<file path="config.mk">
export PLATFORM = sky130hd
export DESIGN_NAME = idu_issue_ctrl
export DESIGN_NICKNAME = d
export VERILOG_FILES = /design/src/rtl/ysyx_pkg.sv /design/src/rtl/idu_scoreboard.sv /design/src/rtl/idu_issue_ctrl.sv
export SDC_FILE = /design/constraint.sdc
export NUM_CORES = 1
export LEC_CHECK = 0
export ABC_AREA = 1
export CAP_MARGIN = 25
export CORE_AREA = 2 2 99 149
export DETAILED_ROUTE_END_ITERATION = 10
export DIE_AREA = 0 0 101 151
export GPL_ROUTABILITY_DRIVEN = 0
export SYNTH_ARGS = -nofsm -noshare
export SYNTH_HDL_FRONTEND = slang
export SYNTH_SLANG_ARGS = --single-unit
</file>
<file path="constraint.sdc">
create_clock -name clk -period 2.7 [get_ports clk]
set_input_delay 0.675 -clock clk [delete_from_list [all_inputs] [get_ports clk]]
set_output_delay 0.675 -clock clk [all_outputs]
set_load 0.02 [all_outputs]
</file>
<file path="src/rtl/ysyx_pkg.sv">
// rtl/ysyx_pkg.sv - shared register-index type and issue-control defaults
package ysyx_pkg;

    localparam int NR_REGS      = 16;
    localparam int MAX_INFLIGHT = 4;
    localparam int REG_IDX_W    = 4;

    typedef logic [REG_IDX_W-1:0] reg_idx_t;

endpackage

</file>
<file path="src/rtl/idu_scoreboard.sv">
// rtl/idu_scoreboard.sv - register write-pending scoreboard with RAW/WAW hazard check (IDU_ISSUE_WB_BYPASS_EN)
module idu_scoreboard
    import ysyx_pkg::*;
#(
    parameter int NR_REGS = ysyx_pkg::NR_REGS
) (
    input  logic               clk,
    input  logic               rst,
    input  logic               set_en,
    input  reg_idx_t           set_rd,
    input  logic               clr_en,
    input  reg_idx_t           clr_rd,
    input  reg_idx_t           rs1,
    input  reg_idx_t           rs2,
    input  reg_idx_t           rd,
    input  logic               rd_wen,
    output logic [NR_REGS-1:0] busy_vec,
    output logic               hazard
);

    logic [NR_REGS-1:0] busy_q;
    logic [NR_REGS-1:0] busy_d;
    logic [NR_REGS-1:0] busy_view;

    // Clear for the completing writer first, then set for the issuing one so set wins on the same register
    always_comb begin
        busy_d = busy_q;
        if (clr_en) begin
            busy_d[clr_rd] = 1'b0;
        end
        if (set_en) begin
            busy_d[set_rd] = 1'b1;
        end
        busy_d[0] = 1'b0;
    end

    // Scoreboard register; x0 never becomes pending
    always_ff @(posedge clk or posedge rst) begin
        if (rst) begin
            busy_q <= '0;
        end else begin
            busy_q <= busy_d;
        end
    end

`ifdef IDU_ISSUE_WB_BYPASS_EN
    // A register being written back this cycle is forwarded by the EXU, so it no longer blocks
    always_comb begin
        busy_view = busy_q;
        if (clr_en) begin
            busy_view[clr_rd] = 1'b0;
        end
    end
`else
    // Only registered state is consulted, costing one bubble after writeback
    always_comb begin
        busy_view = busy_q;
    end
`endif

    // RAW on either source, WAW on the destination; x0 is never a dependency
    always_comb begin
        hazard = ((rs1 != '0) && busy_view[rs1])
               | ((rs2 != '0) && busy_view[rs2])
               | (rd_wen && (rd != '0) && busy_view[rd]);
    end

    assign busy_vec = busy_q;

endmodule

</file>
<file path="src/rtl/idu_issue_ctrl.sv">
// rtl/idu_issue_ctrl.sv - IDU-to-EXU issue stage with hazard, capacity and serialization gating (IDU_ISSUE_WB_BYPASS_EN)
module idu_issue_ctrl
    import ysyx_pkg::*;
#(
    parameter int NR_REGS      = ysyx_pkg::NR_REGS,
    parameter int MAX_INFLIGHT = ysyx_pkg::MAX_INFLIGHT,
    parameter int CNT_W        = 32,
    localparam int IF_W        = $clog2(MAX_INFLIGHT) + 1
) (
    input  logic               clk,
    input  logic               rst,
    input  logic               in_valid,
    output logic               in_ready,
    input  reg_idx_t           in_rs1,
    input  reg_idx_t           in_rs2,
    input  reg_idx_t           in_rd,
    input  logic               in_wen,
    input  logic               in_system,
    output logic               accept,
    output logic               out_valid,
    input  logic               out_ready,
    output logic               fire,
    input  logic               wb_valid,
    input  reg_idx_t           wb_rd,
    input  logic               flush,
    output logic [NR_REGS-1:0] busy_vec,
    output logic [IF_W-1:0]    inflight,
    output logic [CNT_W-1:0]   stall_cnt
);

    logic      hold_valid;
    reg_idx_t  hold_rs1;
    reg_idx_t  hold_rs2;
    reg_idx_t  hold_rd;
    logic      hold_wen;
    logic      hold_system;
    logic      hwen;
    logic      sb_hazard;
    logic      hazard;
    logic      wb_dec;
    logic [IF_W-1:0] inflight_view;

    assign hwen   = hold_wen && (hold_rd != '0);
    assign wb_dec = wb_valid && (inflight != '0);

    idu_scoreboard #(.NR_REGS(NR_REGS)) u_scoreboard (
        .clk      (clk),
        .rst      (rst),
        .set_en   (fire && hwen),
        .set_rd   (hold_rd),
        .clr_en   (wb_valid),
        .clr_rd   (wb_rd),
        .rs1      (hold_rs1),
        .rs2      (hold_rs2),
        .rd       (hold_rd),
        .rd_wen   (hold_wen),
        .busy_vec (busy_vec),
        .hazard   (sb_hazard)
    );

`ifdef IDU_ISSUE_WB_BYPASS_EN
    // Capacity and serialization see the count after this cycle's writeback
    always_comb begin
        inflight_view = inflight - IF_W'(wb_dec);
    end
`else
    // Capacity and serialization see the registered count only
    always_comb begin
        inflight_view = inflight;
    end
`endif

    // Issue gating: scoreboard, capacity, system serialization, then handshake strobes
    always_comb begin
        hazard    = sb_hazard
                  | (inflight_view == IF_W'(MAX_INFLIGHT))
                  | (hold_system && (inflight_view != '0));
        out_valid = hold_valid && !hazard && !flush;
        fire      = out_valid && out_ready;
        in_ready  = !hold_valid || fire || flush;
        accept    = in_valid && in_ready;
    end

    // Stage register: a new accept overrides the fire/flush clear of the old hold
    always_ff @(posedge clk or posedge rst) begin
        if (rst) begin
            hold_valid  <= 1'b0;
            hold_rs1    <= '0;
            hold_rs2    <= '0;
            hold_rd     <= '0;
            hold_wen    <= 1'b0;
            hold_system <= 1'b0;
        end else if (accept) begin
            hold_valid  <= 1'b1;
            hold_rs1    <= in_rs1;
            hold_rs2    <= in_rs2;
            hold_rd     <= in_rd;
            hold_wen    <= in_wen;
            hold_system <= in_system;
        end else if (fire || flush) begin
            hold_valid  <= 1'b0;
        end
    end

    // Outstanding count: +1 per issue, -1 per writeback, saturating at zero
    always_ff @(posedge clk or posedge rst) begin
        if (rst) begin
            inflight <= '0;
        end else if (fire && !wb_valid) begin
            inflight <= inflight + 1'b1;
        end else if (!fire && wb_dec) begin
            inflight <= inflight - 1'b1;
        end
    end

    // Stall performance counter, free-running modulo 2^CNT_W
    always_ff @(posedge clk or posedge rst) begin
        if (rst) begin
            stall_cnt <= '0;
        end else if (hold_valid && !out_valid && !flush) begin
            stall_cnt <= stall_cnt + 1'b1;
        end
    end

    wb_without_inflight: assert property (@(posedge clk) disable iff (rst) !(wb_valid && (inflight == '0)));

endmodule

</file>
==> metrics.md, run 1 <==
| Metric | Value |
|---|---|
| Outcome | complete, no violations |
| Total GRT Usage | 17.4% |
| Yosys warns | 0 |
| Number of max-cap violations | 0 |
| DR vias/cell | 4.94 |
| Commonest non-fill, non-tap cell in the layout | nand2_1 |
| Top routing layer used | met4 |
| Number of synthesized register bits | 65 |
| Core area | roughly 0.014 mm^2 |
| First-pass GRT wire length | 20,400 um |
| Slowest-stage cell, CP | dfrtp_1 |
| Power per cell area | approximately 660 mW/mm^2 |
| Fin. max-slew vios | 0 |
| DR iter-0 viols | 145 |
| Prevailing post-synth register cell | dfrtp_1 |
| WS Path Type | flop to output port |
| Max VDD drop | 0.339 mV |
| CTS Hold Bufs | 0 |
| Mean Syn Cell Area | 7.62 um^2 |
| Drt wl/cell | 15.7 um |
| Worst path required time | 2030 ps |
| CP delay by family, top | simple AND/OR/NAND/NOR gates |
| Seq/Total Area, Yosys | 39.4% |
| DR WL met3 | 672 um |
| Startpoint Class | flop |
| Clock sink count | 65 |
| TritonRoute pass-1 iters | 5 |
| Largest net degree at the start of global routing | 66 |
| Worst-case clock buffer depth | 2 |
| Post-route core utilization | 40.2% |
| Post-Synth XOR/XNOR Area | between 6 and 7% |
| Die Wd | ~100 um |
| CTS Root Buffer Type | clkbuf_16 |
| DPL Wire Length | around 9900 um |
| Final wirelength | between 10,000 and 15,000 um |
| Fill cells | approximately 1,400 |
| Final period utilization | a little over nine tenths |
| Minimum clock period | between 2000 and 3000 ps |
| Leading cell types in the layout, fill and taps excluded | nand2_1 (166), clkdlybuf4s50_1 (72), dfrtp_1 (63) |
| CP peak stage delay | 400 ps |
| Skew-Pair Late Insertion Delay | 330 ps |
| CTS clock-pin slew for the worst setup and hold paths | roughly 50 ps |
| Area growth, synth to finish | 35.6% |
| Fraction of layout cells with a size suffix above 1 | 18.8% |
| Ant diodes | 0 |
| Crit end category | output port |
| Worst-path maximum fanout | 10 |
| PortBufs | 77 |
| Design area | 0.00560 mm^2 |
| Final Hold Fails | 0 |
| Num CTS Buffers | 9 |
| CTS tree | done |
| Met2 routed WL | approximately 6700 um |
| Crit path cell chain | buf_6 > o211ai_1 > nand3_1 > nand2_1 > nor2_4 > nor2_8 > nand4_4 > nand2_4 > nand2_4 > inv_8 > buf_6 |
| CP Buf/Inv Count | 3 |
| Total power | 0.00368 W |
| Dpl cell area | 0.00531 mm^2 |
| # rows | 53 |
| Wire length on met1 | 4940 um |
| Slew Limit Headroom | 60.6% |
| Clock Skews | 5.37 ps |
| FFs w/ async S/R, synth | 100% |
| Die H | 151 um |
| Initial antenna violation count | 0 |
| Critical path arrival | 1940 ps |
| Netlist Area Pre-Place | 0.00413 mm^2 |
| Vias in the first global route | 4,014 |
| Final net count | 683 |
| I/O pin cnt | 79 |
| Number of synthesized flops with an enable pin | 0 |
| H-tree depth | 3 |
| Fmax | 383 MHz |
| Syn_nets | approximately 570 |
| Congestion Overflow GR | 0 |
| Mux contribution to synthesized area | 0% |
| Drt drc | 0 |
| Simple-Gate Fraction of Synth Area | 37.3% |
| Initial Util | 29.7% |
| Slew @ Worst Pin | 586 ps |
| HP Class | flop to flop |
| Synth Instances | 542 |
| Yosys cell types | 40 |
| Compound-gate portion of the synthesized area | around 6.9% |
| Largest family of logic cells by synthesized area | simple AND/OR/NAND/NOR gates |
| Adder-cell share of the synthesized area | less than 1% |
| Number of setup violations in the final report | 0 |
| RSZ-0062 raised after global routing | yes |
| Routed via count | 4,073 |
| Die ar. | 0.0153 mm^2 |
| Pleak | 2.60 nW |
| Post-route ant nets | 0 |
-- worst paths after layout --
check / start / end / slack (ps) / depth (start not counted)
worst max register to register: hold_rd[0]$_DFFE_PP0P_ / stall_cnt[7]$_DFFE_PP0P_ / 380 / 15
min in group asynchronous: rst / inflight[0]$_DFFE_PP0P_ / 730 / 3
max in group asynchronous: rst / hold_rd[0]$_DFFE_PP0P_ / 1630 / 3
worst max-delay path: hold_rs1[0]$_DFFE_PP0P_ / accept / 90 / 11
worst min-delay path: stall_cnt[12]$_DFFE_PP0P_ / stall_cnt[12]$_DFFE_PP0P_ / 520 / 1
worst min register to register: stall_cnt[12]$_DFFE_PP0P_ / stall_cnt[12]$_DFFE_PP0P_ / 520 / 1
-- synth_stat cells (all sizes together), types with 2 or more instances --
master | number | share of area, %
xor2 | 19 | 4.0
nand3 | 54 | 6.8
nand4 | 12 | 2.2
nand2 | 185 | 19
o211ai | 3 | 0.55
buf | 13 | 3.1
clkbuf | 2 | 0.18
dfrtp | 65 | 39
inv | 58 | 5.5
o21ai | 35 | 5.2
nor3 | 15 | 1.9
nor4 | 5 | 0.76
nand3b | 2 | 0.36
a21oi | 2 | 0.33
o22ai | 3 | 0.45
xnor2 | 13 | 2.8
nor2 | 49 | 6.1
-- state kept, by name, summed over array words and instances (netlist names) --
| register | flops |
|---|---|
| hold_system | 1 |
| hold_rs1 | 4 |
| hold_wen | 1 |
| hold_valid | 1 |
| hold_rd | 4 |
| hold_rs2 | 4 |
| inflight | 3 |
| stall_cnt | 32 |
| u_scoreboard.busy_vec | 15 |
-- where the power goes --
| part | switching [W] | internal (W) |
|---|---|---|
| clock | 0.000395 | 0.000629 |
| sequential | 0.000168 | 0.00112 |
| combinational | 0.000781 | 0.000583 |
| total | 0.00134 | 0.00233 |
-- routing by layer --
metal	vias to the layer above	track usage [%]
met2	176	32.0
li1	1961	-
met4	0	9.46
met1	1894	19.1
met5	-	0
met3	42	2.12
-- cell type report --
class,count,area [um^2],share of cell area (%)
clock buffer,12,246,4.40
clock inverter,1,5.00,0.0893
inverter,58,233,4.15
multi-input combinational,404,2170,38.7
sequential,65,1630,29.1
tap,165,206,3.68
timing repair buffer,119,1120,19.9
-- through the flow --
stage	cells	setup WS [ps]	TNS, ps	hold WS, ps
2_1_floorplan	542	208	0	462
5_1_grt	824	-24.1	-33.8	551
3_3_place_gp	810	-477	-1750	502
4_1_cts	823	15.8	0	526
3_5_place_dp	810	-493	-1820	514
6_report	824	88.2	0	524
-- kinds of logic after synthesis --
kind of cell | count (synthesis)
and+or+nand+nor | 324
buffers and inverters | 73
DFF | 65
AOI/OAI and AO/OA | 45
xor gates and xnor gates | 32
adders and majority gates | 2
other | 1
-- what timing repair did --
item / CTS / global route
setup endpoints to repair: 4 / 4
pin swaps: 1 / 4
setup buffers: 0 / 1
gates resized for setup: 20 / 18
cloned: 0 / 0
Note: power is estimated with default switching activity, not from simulation.
==> run 2: changes to the inputs <==
MAX_ROUTING_LAYER = met4   (was not set)
==> metrics.md, run 2 (synthesis gave the netlist of run 1 again) <==
| Metric | Value |
|---|---|
| Outcome | complete, no violations (unchanged) |
| Pleak | 2.60 nW (about the same) |
| CP peak stage delay | 480 ps (was 400 ps) |
| Register with the most flip-flops | stall_cnt (unchanged) |
| Largest net degree at the start of global routing | 66 (unchanged) |
| CTS tree | done (unchanged) |
| Power per cell area | 656 mW/mm^2 (was 657 mW/mm^2) |
| Max VDD drop | 0.339 mV (about the same) |
| Dpl cell area | 0.00531 mm^2 (unchanged) |
| CTS clock-pin slew for the worst setup and hold paths | 50 ps (about the same) |
| Total power | 0.00368 W (about the same) |
| Slew Limit Headroom | 60.8% (was 60.6%) |
| H-tree depth | 3 (unchanged) |
| Final setup margin | 96.9 ps (was 88.2 ps) |
| Post-route ant nets | 0 (unchanged) |
| Skew-Pair Late Insertion Delay | 330 ps (about the same) |
| Die ar. | 0.0153 mm^2 (unchanged) |
| Congestion Overflow GR | 0 (unchanged) |
| Worst-path maximum fanout | 6 (was 10) |
| PortBufs | 77 (unchanged) |
| Num CTS Buffers | 9 (unchanged) |
| Fmax | 384 MHz (was 383 MHz) |
| Area growth, synth to finish | 35.9% (was 35.6%) |
| DR iter-0 viols | 198 (was 145) |
| Slowest-stage cell, CP | dfrtp_2 (was dfrtp_1) |
| Crit end category | output port (unchanged) |
| Worst-case clock buffer depth | 2 (unchanged) |
| Clock Skews | 5.49 ps (was 5.37 ps) |
| Drt wl/cell | 15.8 um (was 15.7 um) |
| CTS Hold Bufs | 0 (unchanged) |
| Final net count | 684 (was 683) |
| Leading cell types in the layout, fill and taps excluded | nand2_1 (164), clkdlybuf4s50_1 (72), dfrtp_1 (63) (was nand2_1 (166), clkdlybuf4s50_1 (72), dfrtp_1 (63)) |
| Fin. max-slew vios | 0 (unchanged) |
| Fraction of layout cells with a size suffix above 1 | 19.2% (was 18.8%) |
| Vias in the first global route | 4,021 (was 4,014) |
| DPL Wire Length | 9900 um (unchanged) |
| Initial Util | 29.7% (unchanged) |
| Clock sink count | 65 (unchanged) |
| Number of max-cap violations | 0 (unchanged) |
| Final period utilization | 96.4% (was 96.7%) |
| Core area | 0.0139 mm^2 (unchanged) |
| Startpoint Class | flop (unchanged) |
| RSZ-0062 raised after global routing | yes (unchanged) |
| I/O pin cnt | 79 (unchanged) |
| # rows | 53 (unchanged) |
| Commonest non-fill, non-tap cell in the layout | nand2_1 (unchanged) |
| Critical path arrival | 1930 ps (was 1940 ps) |
| Ant diodes | 0 (unchanged) |
| Worst path required time | 2030 ps (about the same) |
| Final wirelength | 13,000 um (was 12,900 um) |
| Slew @ Worst Pin | 582 ps (was 586 ps) |
| Initial antenna violation count | 0 (unchanged) |
| Drt drc | 0 (unchanged) |
| Pre-CTS setup slack | -493 ps (unchanged) |
| First-pass GRT wire length | 20,400 um (about the same) |
| TritonRoute pass-1 iters | 5 (unchanged) |
| Setup TNS Final | 0 ps (unchanged) |
| WS Path Type | flop to output port (unchanged) |
| Die Wd | 101 um (unchanged) |
| CTS Root Buffer Type | clkbuf_16 (unchanged) |
| Max reg flops | 32 (unchanged) |
| HP Class | flop to flop (unchanged) |
| Minimum clock period | 2600 ps (was 2610 ps) |
| Final Hold Fails | 0 (unchanged) |
| Total GRT Usage | 17.9% (was 17.4%) |
| DR vias/cell | 4.98 (was 4.94) |
| Crit path cell chain | buf_6 > nand2_1 > nand2_1 > nand2_2 > nand2_2 > a21oi_2 > nand2_2 > nand2_4 > nand4_4 > nand2_4 > nand2_4 > inv_8 > buf_6 (was buf_6 > o211ai_1 > nand3_1 > nand2_1 > nor2_4 > nor2_8 > nand4_4 > nand2_4 > nand2_4 > inv_8 > buf_6) |
| Routed via count | 4,112 (was 4,073) |
| Flop2flop setup slack | 380 ps (about the same) |
| Design area | 0.00561 mm^2 (was 0.00560 mm^2) |
| Number of setup violations in the final report | 0 (unchanged) |
| Die H | 151 um (unchanged) |
## run 2: cell types whose count changed in the layout (fill, tap and decap cells not counted)
cell / delta
clkinv_2: +1
nand2_1: -2
nand2_2: +2
## run 2: per-stage QoR
| stage | hold slack [ps] | std cells | util, % |
|---|---|---|---|
| 2_1_floorplan | 462 | 542 | - |
| 3_3_place_gp | 502 | 810 | 38.1 |
| 3_5_place_dp | 514 | 810 | 38.1 |
| 4_1_cts | 526 | 823 | 39.8 |
| 5_1_grt | 551 | 825 | 40.3 |
| 6_report | 520 | 825 | 40.3 |
## run 2: layer usage
metal,up-vias,track usage (%),part of all wire (%)
met5,-,-,0
met4,0,8.65,4.3
met3,39,2.58,5.1
met2,170,32.3,53
met1,1940,18.9,38
li1,1963,-,-
## run 2: critical path, delay by kind of cell, from the launching register on
family | cells | cell delay, ps
AND/OR/NAND/NOR | 9 | 670
flip-flops | 1 | 480
AO/OA/AOI/OAI | 1 | 140
buffers and inverters | 3 | 310
## run 2: worst paths after layout
| check | cells past startpoint | startpoint | endpoint |
|---|---|---|---|
| min in group asynchronous | 3 | rst | inflight[0]$_DFFE_PP0P_ |
| max in group asynchronous | 3 | rst | hold_rd[0]$_DFFE_PP0P_ |
| max | 13 | hold_rd[0]$_DFFE_PP0P_ | accept |
| max reg2reg | 15 | hold_rd[0]$_DFFE_PP0P_ | stall_cnt[7]$_DFFE_PP0P_ |
| min reg2reg | 2 | hold_wen$_DFFE_PP0P_ | hold_wen$_DFFE_PP0P_ |
| min | 2 | hold_wen$_DFFE_PP0P_ | hold_wen$_DFFE_PP0P_ |
## run 2: report_power, final
part / total [W] / switching [W] / internal, W
combinational: 0.00137 / 0.000783 / 0.000584
clock: 0.00102 / 0.000392 / 0.000629
sequential: 0.00129 / 0.000170 / 0.00112
total: 0.00368 / 0.00135 / 0.00233
## run 2: what timing repair did
item                                   in CTS  in global routing
setup buffers                               0                  1
resized for setup                          20                 20
endpoints found under the hold margin       0                  0
pin swaps                                   1                  4
cloned                                      0                  1
setup endpoints to repair                   4                  4
## run 2: area by class of cell
type,instances,area (um^2)
Timing Repair Buffer,119,1120
Tap cell,165,206
Inverter,58,233
Multi-Input combinational cell,404,2170
Fill cell,1442,8310
Sequential cell,65,1630
Clock buffer,12,246
Clock inverter,1,5.00
Timing Repair inverter,1,5.00
